[config.mk]
export PLATFORM = sky130hd
export DESIGN_NAME = keyevent_fifo
export DESIGN_NICKNAME = d
export VERILOG_FILES = /design/src/rtl/keyevent_fifo.sv
export SDC_FILE = /design/constraint.sdc
export NUM_CORES = 1
export LEC_CHECK = 0
export BUFFER_PORTS_ARGS = -buffer_cell sky130_fd_sc_hd__buf_2
export CORE_MARGIN = 2
export CORE_UTILIZATION = 47
export CTS_BUF_LIST = sky130_fd_sc_hd__clkbuf_16
export CTS_CLUSTER_DIAMETER = 200
export DETAILED_ROUTE_END_ITERATION = 10
export PLACE_DENSITY_LB_ADDON = 0.3
export SKIP_CTS_REPAIR_TIMING = 1
export SLEW_MARGIN = 20
export SYNTH_ARGS = -nofsm -noshare
export SYNTH_HDL_FRONTEND = slang
export SYNTH_SLANG_ARGS = --single-unit
[constraint.sdc]
create_clock -name clk -period 3.4 [get_ports clk]
set_clock_uncertainty 0.1 [all_clocks]
set_input_delay 0.51 -clock clk [delete_from_list [all_inputs] [get_ports clk]]
set_output_delay 0.51 -clock clk [all_outputs]
set_load 0.005 [all_outputs]
[src/rtl/keyevent_fifo.sv]
// keyevent_fifo: PS/2 set-2 scan-code decoder with E0/F0 prefix tracking,
// prefix timeout recovery and a first-word-fall-through event FIFO.
// Event format: {ext, brk, code[7:0]}.
module keyevent_fifo #(
    parameter int DEPTH   = 4,
    parameter int TIMEOUT = 1000000,
    parameter int CW      = $clog2(TIMEOUT + 1)
) (
    input  logic       clk,
    input  logic       i_sclr,
    input  logic       i_byte_en,
    input  logic [7:0] i_byte,
    input  logic       i_evt_rd,
    output logic       o_evt_valid,
    output logic [9:0] o_evt,
    output logic [7:0] o_char,
    output logic       o_full,
    output logic       o_overflow,
    output logic       o_err
);

    localparam int AW = (DEPTH > 1) ? $clog2(DEPTH) : 1;
    localparam logic [AW:0] FULL_CNT = (AW + 1)'(DEPTH);

    localparam logic [1:0] S_IDLE = 2'd0;
    localparam logic [1:0] S_E0   = 2'd1;
    localparam logic [1:0] S_F0   = 2'd2;
    localparam logic [1:0] S_E0F0 = 2'd3;

    logic [1:0]            state_q, state_d;
    logic [CW-1:0]         cnt_q, cnt_d;
    logic                  err_q, err_d;
    logic [7:0]            char_q, char_d;
    logic                  ovf_q, ovf_d;
    logic [DEPTH-1:0][9:0] mem_q, mem_d;
    logic [AW-1:0]         wptr_q, wptr_d;
    logic [AW-1:0]         rptr_q, rptr_d;
    logic [AW:0]           count_q, count_d;

    logic                  emit;
    logic [9:0]            emit_evt;
    logic                  is_e0, is_f0;
    logic                  pop, push_ok, full;

    assign is_e0 = (i_byte == 8'hE0);
    assign is_f0 = (i_byte == 8'hF0);

    // Prefix FSM, timeout counter and event construction
    always_comb begin
        state_d  = state_q;
        cnt_d    = (state_q == S_IDLE) ? '0 : cnt_q + CW'(1);
        err_d    = 1'b0;
        char_d   = char_q;
        emit     = 1'b0;
        emit_evt = '0;
        if (i_byte_en) begin
            // A byte always wins over a timeout expiring in the same cycle.
            cnt_d = '0;
            case (state_q)
                S_IDLE: begin
                    if (is_e0) begin
                        state_d = S_E0;
                    end else if (is_f0) begin
                        state_d = S_F0;
                    end else begin
                        emit     = 1'b1;
                        emit_evt = {2'b00, i_byte};
                        char_d   = i_byte;
                    end
                end
                S_E0: begin
                    if (is_f0) begin
                        state_d = S_E0F0;
                    end else if (!is_e0) begin
                        emit     = 1'b1;
                        emit_evt = {2'b10, i_byte};
                        state_d  = S_IDLE;
                    end
                end
                S_F0: begin
                    state_d = S_IDLE;
                    if (is_e0 || is_f0) begin
                        err_d = 1'b1;
                    end else begin
                        emit     = 1'b1;
                        emit_evt = {2'b01, i_byte};
                    end
                end
                default: begin
                    state_d = S_IDLE;
                    if (is_e0 || is_f0) begin
                        err_d = 1'b1;
                    end else begin
                        emit     = 1'b1;
                        emit_evt = {2'b11, i_byte};
                    end
                end
            endcase
        end else if (state_q != S_IDLE && cnt_q == CW'(TIMEOUT)) begin
            // Truncated sequence: abandon the prefix.
            state_d = S_IDLE;
            cnt_d   = '0;
            err_d   = 1'b1;
        end
    end

    assign full = (count_q == FULL_CNT);
    assign pop  = i_evt_rd && (count_q != '0);
    // A full FIFO still accepts a push when a pop frees a slot in the same cycle.
    assign push_ok = emit && (!full || pop);

    // FIFO storage, pointers, occupancy and sticky overflow
    always_comb begin
        mem_d  = mem_q;
        wptr_d = wptr_q;
        rptr_d = rptr_q;
        ovf_d  = ovf_q | (emit && full && !pop);
        if (push_ok) begin
            mem_d[wptr_q] = emit_evt;
            wptr_d        = wptr_q + AW'(1);
        end
        if (pop) begin
            rptr_d = rptr_q + AW'(1);
        end
        case ({push_ok, pop})
            2'b10:   count_d = count_q + (AW + 1)'(1);
            2'b01:   count_d = count_q - (AW + 1)'(1);
            default: count_d = count_q;
        endcase
    end

    // State registers with synchronous clear
    always_ff @(posedge clk) begin
        if (i_sclr) begin
            state_q <= S_IDLE;
            cnt_q   <= '0;
            err_q   <= 1'b0;
            char_q  <= 8'h00;
            ovf_q   <= 1'b0;
            mem_q   <= '0;
            wptr_q  <= '0;
            rptr_q  <= '0;
            count_q <= '0;
        end else begin
            state_q <= state_d;
            cnt_q   <= cnt_d;
            err_q   <= err_d;
            char_q  <= char_d;
            ovf_q   <= ovf_d;
            mem_q   <= mem_d;
            wptr_q  <= wptr_d;
            rptr_q  <= rptr_d;
            count_q <= count_d;
        end
    end

    assign o_evt_valid = (count_q != '0);
    assign o_evt       = o_evt_valid ? mem_q[rptr_q] : 10'h000;
    assign o_char      = char_q;
    assign o_full      = full;
    assign o_overflow  = ovf_q;
    assign o_err       = err_q;

endmodule

Yosys cells after proc, flatten, opt, wreduce, memory -nomap -nowiden:

Index checks and enable logic that the tools add are counted.
Widths: inputs -> output; s select.

* register bits after elaboration: 79
* bits of input ports: 12
* output and inout port bits: 22
* word-level logic and storage cells: 85

* $add $sub $neg: 5
* order comparisons: 3
* equality and inequality tests: 10
* multiplexer cells: 33
* bitwise logic cells: 3
* reductions and logical operators: 19

Operators by type and width (count)
* $mux 10: 7
* $bwmux 40: 1
* $pmux 10 s3: 1
* $add 20x1->20 const B: 1
* $bmux 10 s2: 1
* $demux 10 s2: 1
* $eq 20x20->1 const B: 1
* $eq 8x8->1 const B: 2
* $mux 8: 2
* $mux 2: 6
* $mux 1: 10
* $mux 9: 1
* $ne 4x4->1 const B: 2
* $logic_and 1x1->1: 6
* $lt 2x3->1 const B: 2
* $pmux 3 s2: 1
* $reduce_bool 2->1: 3
* $add 2x1->2 const B: 2
* $eq 2x1->1 const B: 2
* $eq 2x2->1 const B: 2
* $pmux 2 s2: 1
* $reduce_and 4->1: 1
* $reduce_or 4->1: 1
* $add 3x1->3 const B: 1
* other kinds (12): 15

Longest topological paths before layout:

* word-level depth: 8
* mapped depth: 9
* gate-level depth less buffers: 8

Worst setup path after synthesis:

Ideal clock, no wire load.

* kind: input to register
* from: input port i_byte[0]
* to: register count_q[2]
* setup time: 70 ps
* data arrival time: 2656 ps
* required time: 3230 ps
* slack: 574 ps
* cell stages on the path: 9
* buffers on the path: 1
* cell sequence: or4b_1 buf_2 o211ai_1 ha_1 inv_1 fa_1 xor2_1 or3_1 a21oi_1

* cells in the longest elaborated chain, start to end: 8
* elaborated cells between the ends (all ways): 15
* classes of those cells: eq/ne (4); mux (8); reduce/logical (3)

RTL lines
* from (decl): RTL line 12 `input logic [7:0] i_byte,`
* $eq 8x8->1, on equally long branches: RTL line 45, 46
* $mux 1 (tied with other cells): RTL line 74 `end else if (!is_e0) begin`
* $mux 1, on equally long branches
* $pmux 1 s2 *: RTL line 59 `case (state_q)`
* $mux 1 *: RTL line 56 `if (i_byte_en) begin`
* $logic_and 1x1->1 *: RTL line 110 `assign push_ok = emit && (!full || pop);`
* $eq 2x1->1 / $eq 2x2->1 (equally long branches): RTL line 125 `case ({push_ok, pop})`
* $pmux 3 s2 / $reduce_bool 2->1 (equally long branches)
* to (signal assigned): RTL line 153 `count_q <= count_d;`
* to (decl): RTL line 38 `logic [AW:0] count_q, count_d;`

Mark *: on every way between the ends. The rest lies on a longest branch, timed or not.
A chain may end at the register's enable or synchronous reset.

Final worst setup path:

* from: register count_q[0]
* to: register count_q[2]

* cells in the longest elaborated chain, start to end: 6
* elaborated cells between the ends (all ways): 12
* classes of those cells: add/sub (2); eq/ne (3); mux (1); reduce/logical (6)

RTL lines (RTL line)
* $eq 3x3->1 / $reduce_bool 3->1 (equally long branches): 107, 108
* $logic_not 1->1 / $logic_and 1x1->1 (equally long branches): 110, 108
* $logic_or 1x1->1: 110
* $logic_and 1x1->1: 110
* $eq 2x1->1 / $eq 2x2->1 (equally long branches): 125
* $pmux 3 s2 / $reduce_bool 2->1 (equally long branches)

Parallel ways exist; a longest one is shown, timed or not.

==> results_dict.tcl <==
set metrics [dict create \
    grt_max_degree 37 \
    fin_crit_sh_pct 81.7 \
    cellInternalPower_mw 1.71 \
    timing.critical_path.arrival_ns 2.94 \
    cts_made_buffers 9 \
    num_io_pins 34 \
    hp-class "in -> reg" \
    cts_htree_levels 3 \
    timing.fmax_mhz 360 \
    synth_cells 369 \
    synth_cell_types 41 \
    final_nets 420 \
    cp_cell_sequence "or4b_2 -> o211ai_1 -> ha_1 -> inv_1 -> fa_1 -> xor2_1 -> or3_1 -> a21oi_1" \
    min_to "o_char[3]" \
    crit_slowest_cell "or4b_2" \
    worstHoldStart "i_byte[3]" \
    critPathKind "reg -> reg" \
    cts_tree "done" \
    yosysWarnings 0 \
    status "complete, no violations" \
    clock_path_buffers 2 \
    cp_max_fo 7 \
    min_period_ns 2.78 \
    seq_area_um2 1580 \
    grt_overflow_total 0 \
    synth_fp_nets 389 \
    mostFrequentLayoutCell "dfxtp_1" \
    setup_tns_ns 0 \
    seq_power_share_pct 44.4 \
    ys_seq_elements 79 \
    diodes 0 \
    dieArea_um2 8310 \
    finalMaxSlewViolations 0 \
    crit_path_end_kind "register" \
    wl_mm 7.41 \
    fin_util_pct 56.4 \
    slew_headroom_pct 49.7 \
    initial_core_util_pct 49.0 \
    ys_seq_area_share_pct 44.3 \
    antenna_found_initial 0 \
    path_clk_slew_ns 0.06 \
    ff2ff_path_depth 8 \
    rsz0062_at_grt "false" \
    wl_per_cell_um 14.7 \
    insertion_delay_ns 0.33 \
    power_frac_clock_pct 39.9 \
    place_congestion 0.788 \
    p_switching_mw 0.622 \
    reg2reg_to "count_q[2]" \
    worst_pin_slew_ns 0.753 \
    worstSetupStartpointType "register" \
    fin_worst_hold_slack_ns 0.341 \
    p_per_area_nw_per_um2 567 \
    pwr-share-comb_pct 15.7 \
    min_delay_path_depth 3 \
    rows 31 \
    cts-root-buf "clkbuf_16" \
    layout_common_cells "dfxtp_1, nor2_1, mux2i_1" \
    multi_input_area_um2 1830 \
    required_ns 3.56 \
    viasPerCell 5.28 \
    clock-sinks 79 \
    fillCellCount 678 \
    drv_cap 0 \
    core_um2 7290 \
    ir_drop_mv 0.310 \
    mappedNetlistArea_um2 3570 \
    grt_use_total_pct 18.9 \
    dp_hpwl_mm 4.98 \
    drc 0 \
    first_iter_violations 152 \
    max_stage_delay_ns 0.78 \
    vias 2662 \
    worst-path-buf-inv 1 \
    synth_flop_cell "dfxtp_1" \
    area_delta_synth_final_pct 15.1 \
    critPathTopFamily "simple AND/OR/NAND/NOR gates" \
    synth-async-reset-ratio_pct 0 \
    syn_area_per_cell_um2 9.68 \
    antenna_left 0 \
    grt_pass1_vias 2576 \
    die_w_um 91.2 \
    rr_startpoint "count_q[0]" \
    finalSetupViolations 0 \
    p_leak_nw 1.74 \
    io_buffer_count 33 \
    switching_share_pct 26.7 \
    drive_gt1_share_pct 17.8 \
    synth_edf_count 0 \
    first_pass_iters 4 \
    grt_pass1_wl_mm 12.5 \
    fp.dieH_um 91.2 \
    rrSetupSlack_ns 0.62 \
    hold_viol 0 \
]
==> worst max-delay path by stage <==
stage | start | cells after the start | slack [ns] | to
finish | count_q[0] | 8 | 0.62 | count_q[2]
global route | count_q[0] | 8 | 0.45 | count_q[2]
CTS | count_q[0] | 8 | 0.62 | count_q[2]
detailed placement | i_evt_rd | 9 | 0.40 | count_q[2]
global placement | i_evt_rd | 9 | 0.45 | count_q[2]
floorplan | i_byte[0] | 9 | 0.57 | count_q[2]
==> Yosys cell counts (7+ instances only) <==
cell type / number / area share, %
xor2_1: 8 / 2.0
ha_1: 7 / 2.5
a21oi_1: 16 / 2.2
o21ai_0: 15 / 2.1
and2_1: 16 / 2.8
nand2_1: 10 / 1.1
mux4_2: 10 / 6.3
clkbuf_1: 13 / 1.4
mux2i_1: 36 / 10
nand3b_1: 10 / 2.1
dfxtp_1: 79 / 44
nor2_1: 59 / 6.2
inv_1: 15 / 1.6
xnor2_1: 8 / 2.0
nand3_1: 12 / 1.7
or3_1: 7 / 1.2
==> state kept, by name, summed over array words and instances, names as in the netlist <==
register	count
cnt_q	20
wptr_q	2
rptr_q	2
o_overflow	1
o_char	8
count_q	3
mem_q	40
o_err	1
state_q	2
==> power groups by stage <==
stage	Combinational, mW	Clock (mW)	Sequential, mW
floorplan	0.289	0	1.02
finish	0.367	0.930	1.03
detailed placement	0.367	0	1.06
CTS	0.370	0.952	1.04
global route	0.409	0.989	1.05
global placement	0.360	0	1.05
==> routing by layer <==
metal | up-vias | wire length (µm) | global-route usage, %
met5 | - | 0 | 0
met4 | 0 | 117 | 6.44
met3 | 10 | 291 | 5.15
met2 | 51 | 3560 | 32.2
met1 | 1250 | 3440 | 23.2
li1 | 1351 | - | -
==> cells by family (layout without fill, tap and decap cells) <==
group | after synthesis | in the layout | synth area share [%]
AOI/OAI and AO/OA | 44 | 44 | 7.46
xor gates and xnor gates | 16 | 16 | 3.92
adders and majority gates | 8 | 8 | 3.01
buffers and inverters | 36 | 72 | 4.41
DFF | 79 | 79 | 44.3
muxes | 46 | 46 | 16.4
and+or+nand+nor | 140 | 140 | 20.5
==> area by class of cell <==
| class | count | area share (%) |
|---|---|---|
| clock buffers | 9 | 5.48 |
| multi-input cells | 254 | 44.6 |
| flip-flops and latches | 79 | 38.5 |
| inverters | 15 | 1.37 |
| well taps | 99 | 3.01 |
| repair buffers | 41 | 5.48 |
| clock inverters | 7 | 1.58 |
==> through the flow <==
stage               std cells  cell area, µm²  setup slack (ns)  power [mW]
finish                    504            4110             0.622        2.33
global route              504            4110             0.448        2.44
CTS                       504            4110             0.616        2.36
detailed placement        488            3820             0.396        1.42
global placement          488            3820             0.446        1.41
floorplan                 369            3570             0.574        1.31
==> worst register-to-register path, cell delays in order (launching register included) <==
cell	delay, ns
dfxtp_1	0.33
or4b_2	0.78
o211ai_1	0.22
ha_1	0.26
inv_1	0.06
fa_1	0.37
xor2_1	0.16
or3_1	0.31
a21oi_1	0.13
(Power assumes the default switching activity.)
